==> src/rtl/baccarat_pkg.sv <==
// ============================================================================
// Module : baccarat_pkg
// Brief  : Shared state encoding, default rule thresholds and card helper.
// Rev    : 1.0 - initial release
// ============================================================================
`default_nettype none

package baccarat_pkg;

  typedef enum logic [3:0] {
    IDLE, P1, D1, P2, D2, EVAL, P3, BCHK, D3, DONE
  } state_t;

  localparam int NAT_MIN_DEF  = 8;
  localparam int DRAW_MAX_DEF = 5;

  // Tens and face cards count as zero.
  function automatic logic [3:0] card_value(input logic [3:0] rank);
    return (rank >= 4'd10) ? 4'd0 : rank;
  endfunction

endpackage

`default_nettype wire

==> src/rtl/banker_draw_rule.sv <==
// ============================================================================
// Module : banker_draw_rule
// Brief  : Banker third-card tableau: dealer two-card score and player third card -> draw.
// Rev    : 1.0 - initial release
// ============================================================================
`default_nettype none

module banker_draw_rule
  import baccarat_pkg::*;
(
  input  logic [3:0] i_dscore,
  input  logic [3:0] i_pcard3,
  output logic       o_draw
);

  logic [3:0] w_v;

  always_comb begin
    w_v    = card_value(i_pcard3);
    o_draw = 1'b0;
    case (i_dscore)
      4'd0, 4'd1, 4'd2: o_draw = 1'b1;
      4'd3:             o_draw = (w_v != 4'd8);
      4'd4:             o_draw = (w_v >= 4'd2) && (w_v <= 4'd7);
      4'd5:             o_draw = (w_v >= 4'd4) && (w_v <= 4'd7);
      4'd6:             o_draw = (w_v >= 4'd6) && (w_v <= 4'd7);
      default:          o_draw = 1'b0;
    endcase
  end

endmodule

`default_nettype wire

==> src/rtl/baccarat_round_ctrl.sv <==
// ============================================================================
// Module : baccarat_round_ctrl
// Brief  : Full-round baccarat sequencer (deal, naturals, third-card rules, result).
//          Define BACCARAT_AUTO_DEAL_EN to leave IDLE without waiting for deal.
// Rev    : 1.0 - initial release
// ============================================================================
`default_nettype none

module baccarat_round_ctrl
  import baccarat_pkg::*;
#(
  parameter int NAT_MIN  = NAT_MIN_DEF,
  parameter int DRAW_MAX = DRAW_MAX_DEF
) (
  input  logic       slow_clock,
  input  logic       reset,
  input  logic       deal,
  input  logic [3:0] pscore,
  input  logic [3:0] dscore,
  input  logic [3:0] pcard3,
  output logic       load_pcard1,
  output logic       load_pcard2,
  output logic       load_pcard3,
  output logic       load_dcard1,
  output logic       load_dcard2,
  output logic       load_dcard3,
  output logic       player_win_light,
  output logic       dealer_win_light,
  output logic       busy
);

  localparam logic [3:0] c_nat_min  = NAT_MIN[3:0];
  localparam logic [3:0] c_draw_max = DRAW_MAX[3:0];

  state_t r_state;
  state_t w_next;
  logic   w_bank_draw;
  logic   w_start;

  banker_draw_rule u_bank_rule (
    .i_dscore (dscore),
    .i_pcard3 (pcard3),
    .o_draw   (w_bank_draw)
  );

`ifdef BACCARAT_AUTO_DEAL_EN
  assign w_start = 1'b1;
`else
  assign w_start = deal;
`endif

  always_ff @(posedge slow_clock) begin
    if (reset) r_state <= IDLE;
    else       r_state <= w_next;
  end

  always_comb begin
    w_next = r_state;
    case (r_state)
      IDLE: if (w_start) w_next = P1;
      P1:   w_next = D1;
      D1:   w_next = P2;
      P2:   w_next = D2;
      D2:   w_next = EVAL;
      EVAL: begin
        if ((pscore >= c_nat_min) || (dscore >= c_nat_min)) w_next = DONE;
        else if (pscore <= c_draw_max)                       w_next = P3;
        else if (dscore <= c_draw_max)                       w_next = D3;
        else                                                 w_next = DONE;
      end
      P3:   w_next = BCHK;
      BCHK: w_next = w_bank_draw ? D3 : DONE;
      D3:   w_next = DONE;
      DONE: w_next = DONE;
      default: w_next = IDLE;
    endcase
  end

  // Win lights are the only outputs that look at inputs, and only in DONE.
  always_comb begin
    load_pcard1      = (r_state == P1);
    load_dcard1      = (r_state == D1);
    load_pcard2      = (r_state == P2);
    load_dcard2      = (r_state == D2);
    load_pcard3      = (r_state == P3);
    load_dcard3      = (r_state == D3);
    busy             = (r_state != IDLE) && (r_state != DONE);
    player_win_light = (r_state == DONE) && (pscore >= dscore);
    dealer_win_light = (r_state == DONE) && (dscore >= pscore);
  end

endmodule

`default_nettype wire

==> config.mk <==
export PLATFORM = sky130hd
export DESIGN_NAME = baccarat_round_ctrl
export DESIGN_NICKNAME = d
export VERILOG_FILES = /design/src/rtl/baccarat_pkg.sv /design/src/rtl/banker_draw_rule.sv /design/src/rtl/baccarat_round_ctrl.sv
export SDC_FILE = /design/constraint.sdc
export NUM_CORES = 1
export LEC_CHECK = 0
export CORE_AREA = 10 10 47 49
export DETAILED_ROUTE_END_ITERATION = 16
export DIE_AREA = 0 0 57 59
export GPL_ROUTABILITY_DRIVEN = 0
export HOLD_SLACK_MARGIN = 0.03
export PLACE_DENSITY = 0.81
export SLEW_MARGIN = 10
export SYNTH_ARGS = -nofsm -noshare
export SYNTH_HDL_FRONTEND = slang
export SYNTH_SLANG_ARGS = --single-unit
==> constraint.sdc <==
create_clock -name slow_clock -period 4 [get_ports slow_clock]
set_input_delay 0.8 -clock slow_clock [delete_from_list [all_inputs] [get_ports slow_clock]]
set_output_delay 0.8 -clock slow_clock [all_outputs]
set_load 0.01 [all_outputs]
==> results of run 1 <==
## worst reg2reg max path, stage by stage, from the launching register on
cell     delay, ps
dfxtp_1        390
or2_4          300
o41ai_2        420
nor3_1         100
## cell type report
class / count / area [µm²]
timing repair buffer: 23 / 230
clock buffer: 3 / 22.5
inverter: 5 / 18.8
multi-input combinational: 49 / 354
tap: 16 / 20.0
fill: 142 / 676
sequential: 4 / 80.1
## worst max-delay path by stage
| stage | slack (ps) | depth (start not counted) | from | end |
|---|---|---|---|---|
| after CTS | 250 | 8 | pscore[1] | player_win_light |
| after floorplan | 1220 | 6 | pscore[1] | player_win_light |
| after global routing | 140 | 8 | pscore[1] | player_win_light |
| after detailed placement | 270 | 8 | pscore[1] | player_win_light |
| final | 260 | 8 | pscore[1] | player_win_light |
| after global placement | 300 | 8 | pscore[1] | player_win_light |
## power by group
part	total, mW	switching [mW]	internal (mW)
clock	0.0477	0.0143	0.0334
sequential	0.0477	0.00532	0.0424
combinational	0.0569	0.0227	0.0341
## stage by stage
step	setup slack, ps	hold slack (ps)	util	area, µm²	cells
6_report	262	623	0.518	726	100
2_1_floorplan	1220	585	-	478	62
4_1_cts	248	617	0.518	726	100
3_3_place_gp	296	611	0.502	703	97
5_1_grt	137	679	0.518	726	100
3_5_place_dp	273	611	0.502	703	97
## layer usage
metal | global-route usage | vias to the layer above | wire length (µm)
li1 | - | 274 | -
met1 | 0.0811 | 235 | 540
met2 | 0.135 | 13 | 645
met3 | 0.0408 | 0 | 87
met4 | 0.0470 | 0 | 0
met5 | 0 | - | 0
## Yosys cell counts (2+ instances only)
library cell	n
nor3_1	6
dfxtp_1	4
nor2b_1	2
a211o_1	2
nor2_1	6
o21a_1	2
ha_1	4
nand2_1	2
buf_2	2
a21oi_1	2
nand2b_1	6
inv_1	5
## cells by family after synthesis
| logic type | Yosys count |
|---|---|
| AO/OA/AOI/OAI | 18 |
| AND/OR/NAND/NOR | 26 |
| buffers and inverters | 9 |
| XOR/XNOR | 1 |
| flip-flops | 4 |
| adder cells (fa/ha/maj) | 4 |
==> metrics.md, run 1 <==
| Metric | Value |
|---|---|
| Clock period minus worst slack | `3740 ps` |
| Vias in the first global route | `between 500 and 600` |
| Fin Setup TNS | `0 ps` |
| Min-Delay Path Class | `flip-flop to flip-flop` |
| Worst Setup Start Kind | `input port` |
| Post-Route WL | `roughly 1300 µm` |
| Num ports | `24` |
| Final antenna-violating net count | `0` |
| Slowest CP cell | `clkdlybuf4s50_1` |
| Syn_nets | `between 80 and 90` |
| Via density | `5.22` |
| Post-synthesis mux area share | `0` |
| Maximum vdd drop | `roughly 0.12 mV` |
| Max reg flops | `4` |
| DRT iter0 DRCs | `8` |
| Root buffer cell | `clkbuf_4` |
| Core area | `between 1000 and 1500 µm²` |
| Share of cells above drive strength 1 | `0.0952` |
| DIE HEIGHT | `approximately 59 µm` |
| Antenna cells | `0` |
| GRT Resource Usage Total | `0.0814` |
| Yosys Warn Count | `0` |
| Worst-margin pin slew | `a little over 500 ps` |
| Hold Crit Endpoint | `r_state[2]$_SDFFE_PP0P_` |
| Pin count of the biggest net entering global routing | `12` |
| FF-to-FF End | `r_state[2]$_SDFFE_PP0P_` |
| Largest Register | `r_state` |
| Reg2reg path depth | `3` |
| GR Overflow Total | `0` |
| Run status | `finished clean` |
| Synth Area in Compound Gates | `0.314` |
| Max Fclk | `between 0.2 and 0.3 GHz` |
| Clock buffer depth | `2` |
| Cts repair resizes | `0` |
| Unrepaired setup endpoints after global routing | `false` |
| Crit share post-route | `0.934` |
| Buffers on Ports | `23` |
| First-pass GRT wire length | `between 2000 and 2500 µm` |
| Slew Limit Fails | `0` |
| H-tree depth | `1` |
| Largest family of logic cells by synthesized area | `compound AO/OA/AOI/OAI gates` |
| Synth area leaders | `dfxtp_1, ha_1, nand2b_1, nor3_1, nor2_1` |
| DR vias | `approximately 520` |
| Post-synthesis simple-gate area fraction | `0.304` |
| Die area | `between 3000 and 4000 µm²` |
| Worst-skew pair later-pin latency | `between 200 and 250 ps` |
| Area growth from synthesis to layout | `51.8%` |
| Final setup fails | `0` |
| Max incr delay on CP | `~600 ps` |
| Max Cap Violations | `0` |
| Fraction of synthesized cell area in xor and xnor cells | `0.0183` |
| Starting Density | `0.341` |
| Post-Syn Area | `between 400 and 500 µm²` |
| Crit path cell chain | `clkdlybuf4s50_1, inv_1, ha_1, nor2b_1, o21a_1, o21a_1, o41ai_1, clkdlybuf4s50_1` |
| HP Start | `r_state[2]$_SDFFE_PP0P_` |
| Pre-antenna DRT Iters | `4` |
| Synth area leader | `dfxtp_1` |
| Synth Register Bits | `4` |
| Reg clk slew, reported paths | `30 ps` |
| Clk_skew | `roughly 0.88 ps` |
| Detailed-placement wirelength estimate | `between 1000 and 1500 µm` |
| Kind of cell adding the most delay to the critical path | `buffers and inverters` |
| Synthesized instance count | `between 60 and 70` |
| Antenna violations before repair | `0` |
| Biggest registers after layout | `r_state: 4 flops` |
| CTS buffer count | `3` |
| Post-Synth Adder-Cell Area | `0.105` |
| Reg-to-Reg Start | `r_state[1]$_SDFFE_PP0P_` |
| CTS tree | `built` |
| Buffers and inverters on the worst path | `3` |
| Synth async-reset ratio | `0` |
| Crit path capture type | `output port` |
| Commonest non-fill, non-tap cell in the layout | `clkdlybuf4s50_1` |
| Kind of critical path | `input port to output port` |
| Critical Path RT | `between 3000 and 4000 ps` |
| Clk sinks | `4` |
| Pwr Density | `approximately 210 nW/µm²` |
| Dominant synthesized flop cell | `dfxtp_1` |
| Reg2Reg Setup Slack | `between 2000 and 3000 ps` |
| Worst EP arrival | `slightly below 3000 ps` |
| Pleak | `0.276 nW` |
| Worst Path Max Fanout | `2` |
| Hold_buf cts | `0` |
| Routed WL per cell | `12.7 µm` |
| Max-slew headroom | `0.661` |
| Hold depth | `2` |
| DRC violations left | `0` |
| EDFF count, synth | `0` |
| Synthesized area per cell | `between 7 and 8 µm²` |
| Nets | `approximately 110` |
| Cell variety after synth | `31` |
| Hold Vio Cnt, Final | `0` |
| Yosys top cell area share | `0.168` |
| Sequential share of the synthesized area | `0.168` |
| Total power | `0.152 mW` |
| Post-CTS setup buffers | `0` |
| # rows | `14` |
| Die width | `~57 µm` |
| Most frequent cells in the layout | `clkdlybuf4s50_1, nand2b_1, nor3_1, nor2_1, inv_1` |
(Power assumes the default switching activity.)
==> run 2, diff against run 1 <==
--- a/config.mk
+++ b/config.mk
@@ -7,4 +7,5 @@
 export LEC_CHECK = 0
 export CORE_AREA = 10 10 47 49
+export CTS_CLUSTER_SIZE = 16
 export DETAILED_ROUTE_END_ITERATION = 16
 export DIE_AREA = 0 0 57 59
==> constraint.sdc (replaced) <==
create_clock -name slow_clock -period 4 [get_ports slow_clock]
set_input_delay 0.4 -clock slow_clock [delete_from_list [all_inputs] [get_ports slow_clock]]
set_output_delay 0.4 -clock slow_clock [all_outputs]
set_load 0.01 [all_outputs]
==> results of run 2 <==
Same layout as run 1 (identical final DEF). Status: finished clean.
Among the figures that moved: setup slack after placement 273 ps -> 1070 ps; setup slack after layout 262 ps -> 1060 ps
==> run 3, diff against run 2 <==
- clock period: 4 -> 2.8 ns (I/O delays scaled with it)
==> metrics.md, run 3 (synthesis results as in run 1) <==
| Metric | Value |
|---|---|
| Run status | `finished clean` |
| Total power | `0.218 mW` |
| Post-Route WL | `about 1300 µm` |
| Min-Delay Path Class | `flip-flop to flip-flop` |
| Worst-skew pair later-pin latency | `230 ps` |
| # rows | `14` |
| Pwr Density | `about 300 nW/µm²` |
| DRC violations left | `0` |
| Die area | `about 3400 µm²` |
| Worst-margin pin slew | `just over 500 ps` |
| GR Overflow Total | `0` |
| Share of cells above drive strength 1 | `0.0952` |
| Detailed-placement wirelength estimate | `around 1100 µm` |
| First-pass GRT wire length | `~2300 µm` |
| Post-CTS setup buffers | `0` |
| Final setup fails | `0` |
| Via density | `about 5.2` |
| Clk sinks | `4` |
| Pleak | `0.295 nW` |
| Starting Density | `0.341` |
| Commonest non-fill, non-tap cell in the layout | `clkdlybuf4s50_1` |
| Critical Path RT | `2520 ps` |
| Worst Path Max Fanout | `2` |
| Slew Limit Fails | `0` |
| Crit share post-route | `0.918` |
| Cts repair resizes | `0` |
| Fin Setup TNS | `0 ps` |
| Root buffer cell | `clkbuf_4` |
| Most frequent cells in the layout | `clkdlybuf4s50_1, nand2b_1, nor3_1, nor2_1, inv_1` |
| Worst Setup Start Kind | `input port` |
| Core area | `around 1400 µm²` |
| Clock period minus worst slack | `between 2000 and 3000 ps` |
| CTS tree | `built` |
| Reg clk slew, reported paths | `30 ps` |
| H-tree depth | `1` |
| Die width | `between 50 and 60 µm` |
| Routed WL per cell | `~13 µm` |
| Antenna violations before repair | `0` |
| DIE HEIGHT | `between 50 and 60 µm` |
| Final Util | `0.520` |
| Maximum vdd drop | `between 0.15 and 0.2 mV` |
| Buffers on Ports | `23` |
| Pin count of the biggest net entering global routing | `12` |
| Max reg flops | `4` |
| Antenna cells | `0` |
| Kind of critical path | `input port to output port` |
| Max Cap Violations | `0` |
| Pre-antenna DRT Iters | `4` |
| Area growth from synthesis to layout | `52.4%` |
| GRT Resource Usage Total | `0.0814` |
| CTS buffer count | `3` |
| Unrepaired setup endpoints after global routing | `false` |
| Clk_skew | `0.876 ps` |
| DRT iter0 DRCs | `8` |
| DR vias | `~520` |
| Num ports | `24` |
| Worst EP arrival | `approximately 2300 ps` |
| Max-slew headroom | `0.661` |
| Vias in the first global route | `538` |
| Crit path capture type | `output port` |
| Hold_buf cts | `0` |
| Biggest registers after layout | `r_state: 4 flops` |
| Largest Register | `r_state` |
| Clock buffer depth | `2` |
| Hold Vio Cnt, Final | `0` |
| Max Fclk | `0.389 GHz` |
| Nets | `roughly 110` |
| Final antenna-violating net count | `0` |
[run 3: area by class of cell]
| cell class | instances | area (µm²) |
|---|---|---|
| clock buffers | 3 | 22.5 |
| fillers | 141 | 673 |
| inverters | 5 | 18.8 |
| multi-input cells | 49 | 354 |
| flip-flops and latches | 4 | 80.1 |
| well taps | 16 | 20.0 |
| repair buffers | 23 | 233 |
[run 3: final timing paths]
path                           startpoint                 endpoint  slack, ps  cells past startpoint
setup / recovery                pscore[1]         dealer_win_light        230                      8
hold reg to reg   r_state[2]$_SDFFE_PP0P_  r_state[2]$_SDFFE_PP0P_        620                      2
hold / removal    r_state[2]$_SDFFE_PP0P_  r_state[2]$_SDFFE_PP0P_        620                      2
setup reg to reg  r_state[1]$_SDFFE_PP0P_  r_state[2]$_SDFFE_PP0P_       1460                      3
[run 3: per-stage QoR]
stage	instance area (µm²)	hold WS, ps	worst slack [ps]	std cells
after floorplan	478	458	1060	62
after global placement	703	611	137	97
after detailed placement	703	611	113	97
after CTS	726	617	88.0	100
after global routing	728	679	149	100
final	728	623	231	100
[run 3: report_power, final]
| part | internal [mW] | leakage, nW | switching [mW] |
|---|---|---|---|
| clock network | 0.0477 | 0.0138 | 0.0205 |
| logic | 0.0487 | 0.249 | 0.0325 |
| registers | 0.0606 | 0.0326 | 0.00760 |
| total | 0.157 | 0.295 | 0.0605 |
[run 3: worst max-delay path, stage by stage]
cell	delay [ps]
clkdlybuf4s50_1	480
inv_1	50
ha_1	290
nor2b_1	130
o21a_1	160
o21a_1	180
o31a_1	240
clkdlybuf4s50_1	480
[run 3: routing by layer]
layer / GRT usage / share of wire / vias up
li1: - / - / 274
met1: 0.0811 / 0.42 / 235
met2: 0.135 / 0.51 / 13
met3: 0.0408 / 0.070 / 0
met4: 0.0470 / 0 / 0
met5: 0 / 0 / -
